## config.mk

```make
export PLATFORM = sky130hd
export DESIGN_NAME = data_cache_store_buffer
export DESIGN_NICKNAME = d
export VERILOG_FILES = /design/src/rtl/data_cache_store_buffer.sv
export SDC_FILE = /design/constraint.sdc
export NUM_CORES = 1
export LEC_CHECK = 0
export BUFFER_PORTS_ARGS = -buffer_cell sky130_fd_sc_hd__buf_2
export CAP_MARGIN = 10
export CELL_PAD_IN_SITES_DETAIL_PLACEMENT = 0
export CELL_PAD_IN_SITES_GLOBAL_PLACEMENT = 1
export CORE_UTILIZATION = 32
export DETAILED_ROUTE_END_ITERATION = 10
export PLACE_DENSITY = 0.61
export REMOVE_ABC_BUFFERS = 1
export SKIP_CTS_REPAIR_TIMING = 1
export SLEW_MARGIN = 25
export SYNTH_ARGS = -nofsm -noshare
export SYNTH_HDL_FRONTEND = slang
export SYNTH_SLANG_ARGS = --single-unit
```

## constraint.sdc

```tcl
create_clock -name clk_i -period 12.32 [get_ports clk_i]
set_clock_uncertainty 0.15 [all_clocks]
set_input_delay 0.616 -clock clk_i [delete_from_list [all_inputs] [get_ports clk_i]]
set_output_delay 0.616 -clock clk_i [all_outputs]
set_load 0.03 [all_outputs]
```

## src/rtl/data_cache_store_buffer.sv

```systemverilog
// In-order store buffer between the store unit and the data cache (port 0).
// Define STORE_BUFFER_FORWARDING_EN to forward WORD stores to matching loads.
module data_cache_store_buffer #(
  parameter int DEPTH      = 4,
  parameter int ADDR_WIDTH = 32,
  parameter int DATA_WIDTH = 32
) (
  input  logic                  clk_i,
  input  logic                  rst_n_i,
  input  logic                  flush_i,
  input  logic                  stu_valid_i,
  input  logic [ADDR_WIDTH-1:0] stu_address_i,
  input  logic [DATA_WIDTH-1:0] stu_data_i,
  input  logic [1:0]            stu_width_i,
  output logic                  stu_ready_o,
  output logic                  cache_write_o,
  output logic [ADDR_WIDTH-1:0] cache_address_o,
  output logic [DATA_WIDTH-1:0] cache_data_o,
  output logic [1:0]            cache_width_o,
  input  logic                  cache_done_i,
  input  logic                  ldu_read_i,
  input  logic [ADDR_WIDTH-1:0] ldu_address_i,
  output logic                  fwd_hit_o,
  output logic [DATA_WIDTH-1:0] fwd_data_o,
  output logic                  fwd_conflict_o,
  output logic                  empty_o,
  output logic                  full_o
);
  localparam int PW = $clog2(DEPTH);
  localparam int CW = PW + 1;

  typedef enum logic {S_IDLE, S_WAIT} state_e;

  logic [ADDR_WIDTH-1:0] addr_q  [DEPTH];
  logic [DATA_WIDTH-1:0] data_q  [DEPTH];
  logic [1:0]            width_q [DEPTH];
  logic [PW-1:0] head_q, head_d, tail_q, tail_d;
  logic [CW-1:0] count_q, count_d;
  state_e        state_q, state_d;
  logic          push, pop, in_wait;

  assign full_o      = (count_q == CW'(DEPTH));
  assign empty_o     = (count_q == '0);
  assign stu_ready_o = !full_o && !flush_i;
  assign push        = stu_valid_i && stu_ready_o;
  assign in_wait     = (state_q == S_WAIT);
  assign pop         = in_wait && cache_done_i;

  always_comb begin
    head_d = head_q + PW'(pop);
    if (flush_i) begin
      // keep only the in-flight entry; it may retire this same cycle
      tail_d  = head_q + PW'(in_wait);
      count_d = CW'(in_wait && !pop);
    end else begin
      tail_d  = tail_q + PW'(push);
      count_d = count_q + CW'(push) - CW'(pop);
    end
  end

  always_ff @(posedge clk_i or negedge rst_n_i) begin
    if (!rst_n_i) begin
      head_q  <= '0;
      tail_q  <= '0;
      count_q <= '0;
    end else begin
      head_q  <= head_d;
      tail_q  <= tail_d;
      count_q <= count_d;
    end
  end

  always_ff @(posedge clk_i) begin
    if (push) begin
      addr_q[tail_q]  <= stu_address_i;
      data_q[tail_q]  <= stu_data_i;
      width_q[tail_q] <= stu_width_i;
    end
  end

  always_ff @(posedge clk_i or negedge rst_n_i) begin
    if (!rst_n_i) state_q <= S_IDLE;
    else          state_q <= state_d;
  end

  always_comb begin
    state_d = state_q;
    unique case (state_q)
      S_IDLE: if (!empty_o && !flush_i) state_d = S_WAIT;
      S_WAIT: if (cache_done_i) state_d = S_IDLE;
      default: state_d = S_IDLE;
    endcase
  end

  always_comb begin
    cache_write_o   = (state_q == S_IDLE) && !empty_o && !flush_i;
    cache_address_o = '0;
    cache_data_o    = '0;
    cache_width_o   = '0;
    if (!empty_o) begin
      cache_address_o = addr_q[head_q];
      cache_data_o    = data_q[head_q];
      cache_width_o   = width_q[head_q];
    end
  end

  logic                  match_any;
  logic                  y_word;
  logic [DATA_WIDTH-1:0] y_data;
  logic [PW-1:0]         idx;

  // oldest to youngest, so the youngest match is left standing
  always_comb begin
    match_any = 1'b0;
    y_word    = 1'b0;
    y_data    = '0;
    idx       = '0;
    for (int k = 0; k < DEPTH; k++) begin
      idx = head_q + PW'(k);
      if (CW'(k) < count_q &&
          addr_q[idx][ADDR_WIDTH-1:2] == ldu_address_i[ADDR_WIDTH-1:2]) begin
        match_any = 1'b1;
        y_word    = width_q[idx][1];
        y_data    = data_q[idx];
      end
    end
  end

`ifdef STORE_BUFFER_FORWARDING_EN
  logic fwd_ok;
  assign fwd_ok         = y_word && (ldu_address_i[1:0] == 2'b00);
  assign fwd_hit_o      = ldu_read_i && match_any && fwd_ok;
  assign fwd_data_o     = fwd_hit_o ? y_data : '0;
  assign fwd_conflict_o = ldu_read_i && match_any && !fwd_ok;
`else
  logic unused_fwd;
  assign unused_fwd     = ^{ldu_address_i[1:0], y_word, y_data};
  assign fwd_hit_o      = 1'b0;
  assign fwd_data_o     = '0;
  assign fwd_conflict_o = ldu_read_i && match_any;
`endif
endmodule

```

# After elaboration in Yosys (flattened, before gate mapping)
# Memory sizes are Yosys's and may differ from the RTL's.
# Index checks and enable logic that the tools add are counted.
# totals
register_bits	8
mem_count	3
ramBits	264
# memory_table
name	depth	width	rd	rd_clocked_by_memory_dff	write_ports	line	text
addr_q	4	32	4	0	1	34	logic [ADDR_WIDTH-1:0] addr_q [DEPTH];
data_q	4	32	1	0	1	35	logic [DATA_WIDTH-1:0] data_q [DEPTH];
width_q	4	2	1	0	1	36	logic [1:0] width_q [DEPTH];
# classes
n_bitwise	1
eq_ne	5
reduce_logical	17
addsub	8
n_mux	14
order_cmp	4
# ops
cell	n
$eq A30 B30 Y1	4
$mux W32	2
$logic_and A1 B1 Y1	12
$mux W1	8
$add A2 B1 Y2	3
$lt A1 B3 Y1 const A	2
$lt A2 B3 Y1 const A	2
$add A2 B2 Y2 const B	2
$logic_not A1 Y1	4
$mux W2	2
$add A3 B1 Y3	1
$eq A3 B3 Y1 const B	1
$logic_not A3 Y1	1
$mux W3	1
$sub A3 B1 Y3	1
$add A2 B1 Y2 const B	1
$pmux W1 S2	1
$not A1 Y1	1

# Logic depth before layout (Yosys ltp)
# An unclocked memory read counts as a cell.
# logic_depth
depth_word	8
ltp_mapped	11
depth_no_buf	11

# Worst setup path before layout
# OpenSTA, ideal clock, no wires.
# synth_path
path_type	input port to flip-flop
startpoint	input flush_i
endpoint	memory addr_q[1][0], enable pin
stages	4
n_path_buf	1
path_slack_ns	5.212
arrival_ns	6.373
cell_sequence	clkbuf_1 > nor2_1 > nand2_1 > nor3b_1
# synth_via
elab_chain_len	5
# synth_lines
item	line	text
start: declaration	10	input logic flush_i,
$logic_not A1 Y1	44	assign stu_ready_o = !full_o && !flush_i;
$logic_and A1 B1 Y1	44	
via stu_ready_o	15	output logic stu_ready_o,
$logic_and A1 B1 Y1	45	assign push = stu_valid_i && stu_ready_o;
$mux W1	74	if (push) begin
$mux W1 (implied by the code)	75	addr_q[tail_q] <= stu_address_i;
end: declaration	34	
# The timed path passes the listed nets, and every way through them passes these cells.

# Worst setup path after layout
# layout_path
startpoint	register head_q[1]
endpoint	output fwd_conflict_o
# layout_via
elab_chain_len	8
word_cells_on_any_way	17
classes_between	3 x add/sub; 4 x eq/ne; 4 x mux; 5 x reduce/logical; 1 x memory
# layout_lines
item	line	text
start: declaration	37	logic [PW-1:0] head_q, head_d, tail_q, tail_d;
start signal: assignment	63	head_q <= '0;
start signal: assignment	67	head_q <= head_d;
$add A2 B1 Y2 or $mem_v2 Z4 W32 (tied branches)	-	
$mem_v2 Z4 W32 (*)	-	
$eq A30 B30 Y1 or $logic_and A1 B1 Y1 (tied branches)	121, 120	
$logic_and A1 B1 Y1 or $mux W1 (tied branches)	120	if (CW'(k) < count_q &&
$mux W1 (2 in a row)	120	
$mux W1 (*)	120	
$logic_and A1 B1 Y1 (*)	140	assign fwd_conflict_o = ldu_read_i && match_any;
end: declaration	25	output logic fwd_conflict_o,
# Mark *: on every way between the ends. The rest lies on a longest branch, timed or not.

==> out/results.txt <==
After synthesis the cells add up to 14,200 µm². The die area came out at 45,100 µm². The end of the worst hold path is data_q[3][9]$_DFFE_PP_. Compared with the post-synthesis result, the final layout area differs by 16.7%. The proportion of layout cells with a drive suffix above 1 works out to 26.6%. Dividing total power by cell area gives a power density of 253 nW/µm². The tools report the count of pins on the block boundary as 208. In the global route stage, overall resource usage came out at 17.6%. The distinct cell type count of the synthesized netlist was 57. The final hold violation count is 0, and the number of design rule violations left after detail routing is 0.

Proportion of synthesized flip-flops having asynchronous set or reset: 2.94%. STA classifies the critical path endpoint as a primary output. The summed negative setup slack over all endpoints came out at 0 ps. Once detail routing completed, the nets flagged for antenna violations numbered 0. The later pin in the worst-skew pair is clocked with a latency of 580 ps. In the post-route analysis, the smallest setup slack over all paths is 6960 ps. The run gives 44.4% as the worst slew margin relative to its limit.

TritonCTS built the clock tree. H-tree depth reported by CTS: 1. The maximum net fanout on the critical path came out at 121. Setup violations remaining at the end of the flow were counted as 0. Combinational logic burns 47.9% of the power.

Most common cell after layout, fill and taps aside: edfxtp_1. The average instance in the mapped netlist occupies 14.1 µm². Routability-driven placement finished with a final weighted congestion of 0.919. The library cells used most frequently in the layout, excluding fill and tap cells, are edfxtp_1 (264), buf_2 (172), mux2i_1 (158). The logic depth of the worst register-to-register path is 7. Dividing the detail-routed via count by the number of cells gives 5.03.

For the via count of the first global-routing pass, the log shows 9,016. The clock passes through at most 3 buffers. For this design the total switching power over the nets is 0.00175 W.

The tools report the number of buffers added by the clock tree synthesis step as 31. For the violation count after the first detailed-routing iteration, the log shows 505. The flow ran to the end, and the final reports show no timing, DRC or antenna violations. The run gives 58,200 µm as the first-pass GRT wire length.

In this run the most critical hold path is launched from stu_data_i[9]. The run gives 7570 ps as the worst-case setup slack after placement. The buffer type at the clock tree root is clkbuf_16. Measured along the x axis, the die boundary spans 212 µm.

The peak per-stage delay on the critical path came out at 810 ps. The final max-slew violation count was 0. The critical path in this run is classified as reg -> out.

The tool flagged a number of max-cap violations equal to 0. Registers are responsible for 28.7% of the overall power. The maximum vdd ir drop came out at 0.182 mV.

For the placeable core region, the log shows 43,400 µm². Once the floorplan was initialized, standard cells occupied 32.7% of the core. After layout, the minimum clock period comes to 5360 ps. In this design, the largest share of critical-path delay is due to simple AND/OR/NAND/NOR gates. End of the worst register-to-register path: addr_q[3][2]$_DFFE_PP_. The number of warnings printed during yosys synthesis is 0, and the total number of vias is 8,870. Counting both buffers and inverters, the worst setup path holds a total of 2. For the largest net degree at the start of global routing, the log shows 122. In the final design database the tool counted 1,266 nets.

Setup slack on the worst reg-to-reg path comes out at 9480 ps. Path class of the lowest-slack min-delay path: in -> reg. Cell internal power was estimated by the tool at 0.00244 W. Launching point of the worst reg2reg path: count_q[2]$_DFF_PN0_.

Dividing the detail-routed wire length by the instance count gives 22.6 µm. The hold-critical path depth was 1. Counting flops with a built-in enable in the synthesized netlist gives 264.

The tools report the startpoint type of the worst setup path as a flip-flop. Row generation in the floorplan step produced 76 rows. Counting flops and latches in the post-synthesis netlist gives 272. The signal arrival time at the worst endpoint came out at 4600 ps.

For this run, the top clock speed supported by timing is 186 MHz. Cell with the largest stage delay on the worst path: dfrtp_4. The post-route fraction of the period consumed by the critical path is 43.5%, and the switching part of the total power is 41.8%.

The clock transition at the register clock pins on the worst setup and hold paths after CTS is 60 ps. The final layout contains routed wiring with a total length of 39,900 µm. The run gives 23.3% as the relative contribution of the clock network to total power.

For this run, the leading register cell type out of synthesis is edfxtp_1. The number of I/O port buffers was 172; the initial antenna violation count was 6. The share of the Yosys chip area taken by registers is 57.4%. The filler cells instantiated in the layout total 4,235.

After legalization and detailed placement, the total HPWL measured 27,400 µm. For this design the static power due to leakage is 6.12 nW. The total global routing overflow came out at 0. The number of cells produced by synthesis is 1,004.

The first detailed-routing pass took 5 iterations. Traced cell by cell, the critical path runs through buf_12 > mux2i_1 > o2bb2ai_1 > o21ba_2 > or4_1 > nor4_1 > nand4_1 > a41oi_2 > buf_2. At the worst endpoint, the required time is 11,550 ps. The die outline height works out to 212 µm.

Setup repair after global routing left no endpoint under its margin. The clock drives 272 sinks. At the pin with the least slew margin, the transition time is 834 ps.
[registers in the layout (all words and copies together) (netlist names)]
register / cells
count_q: 3
in_wait: 1
data_q: 128
addr_q: 128
tail_q: 2
head_q: 2
width_q: 8
[worst max path at each step]
stage / start / endpoint / slack (ps) / depth (start not counted)
finish: head_q[1]$_DFF_PN0_ / fwd_conflict_o / 6960 / 9
floorplan: head_q[1]$_DFF_PN0_ / fwd_conflict_o / 4670 / 7
CTS: head_q[1]$_DFF_PN0_ / fwd_conflict_o / 6920 / 9
detailed placement: head_q[1]$_DFF_PN0_ / fwd_conflict_o / 7570 / 9
global route: head_q[1]$_DFF_PN0_ / fwd_conflict_o / 6620 / 9
global placement: head_q[1]$_DFF_PN0_ / fwd_conflict_o / 7560 / 9
[power by group through the flow]
stage          combinational (W)  clock, W  sequential [W]
2_1_floorplan            0.00145         0         0.00132
3_3_place_gp             0.00204         0         0.00122
3_5_place_dp             0.00204         0         0.00123
4_1_cts                  0.00205   0.00100         0.00121
5_1_grt                  0.00216   0.00103         0.00122
6_report                 0.00201  0.000977         0.00120
[synthesized netlist by cell type (all sizes together), types with 2 or more instances]
library cell / number / area share, %
o21ai: 15 / 0.53
ha: 7 / 0.62
a22oi: 8 / 0.42
o221ai: 3 / 0.19
o22ai: 15 / 0.66
o2bb2ai: 4 / 0.25
nand3: 6 / 0.21
dfrtp: 8 / 1.4
a21oi: 25 / 0.88
xnor2: 53 / 3.3
o211ai: 2 / 0.11
a2111o: 2 / 0.16
nor3b: 3 / 0.16
a2bb2oi: 2 / 0.12
nor4: 11 / 0.49
nand4: 15 / 0.66
a221oi: 3 / 0.19
mux2i: 158 / 11
a21o: 2 / 0.11
mux2: 24 / 1.9
edfxtp: 264 / 56
nor2: 50 / 1.3
clkbuf: 29 / 0.77
o22a: 2 / 0.12
a211o: 4 / 0.25
o311ai: 2 / 0.12
and2: 9 / 0.40
inv: 12 / 0.32
o2111ai: 4 / 0.25
nor3: 9 / 0.32
mux4: 40 / 6.4
and4: 2 / 0.12
xor2: 34 / 2.1
nand2: 26 / 0.69
nor2b: 45 / 2.0
buf: 73 / 3.4
a31oi: 5 / 0.22
a211oi: 11 / 0.58
a2111oi: 3 / 0.19
[final cells by class]
cell class,instances,area [µm²],area share [%]
flip-flops and latches,272,8140,49.2
inverters,12,46.3,0.280
clock inverters,27,312,1.88
well taps,585,732,4.43
diodes,1,2.50,0.0151
repair buffers,187,988,5.98
multi-input cells,650,5540,33.5
clock buffers,31,776,4.69
[per-layer routing]
layer | vias to the layer above | routed length [µm] | track usage (%)
li1 | 4097 | - | -
met1 | 4400 | 17400 | 23.1
met2 | 304 | 18500 | 28.3
met3 | 59 | 3120 | 5.49
met4 | 10 | 827 | 3.89
met5 | - | 62 | 0
[cell families after synthesis]
kind of cell,after synthesis,synth area share [%]
fa+ha+maj,8,0.760
xor+xnor,87,5.38
flops,272,57.4
buf+inv,114,4.52
compound gates,119,5.88
mux,222,19.4
simple gates,181,6.62
other cells,1,0.0265
[through the flow]
step,cell area (µm²),instances,hold slack [ps],power [W],util (%)
6_report,16500,1765,91.7,0.00419,38.1
5_1_grt,16500,1764,61.0,0.00441,38.1
4_1_cts,16500,1763,-304,0.00426,38.1
3_5_place_dp,15400,1705,331,0.00326,35.6
3_3_place_gp,15400,1705,328,0.00326,35.6
2_1_floorplan,13700,934,170,0.00277,-
No activity file was read; power rests on OpenSTA's default activity.
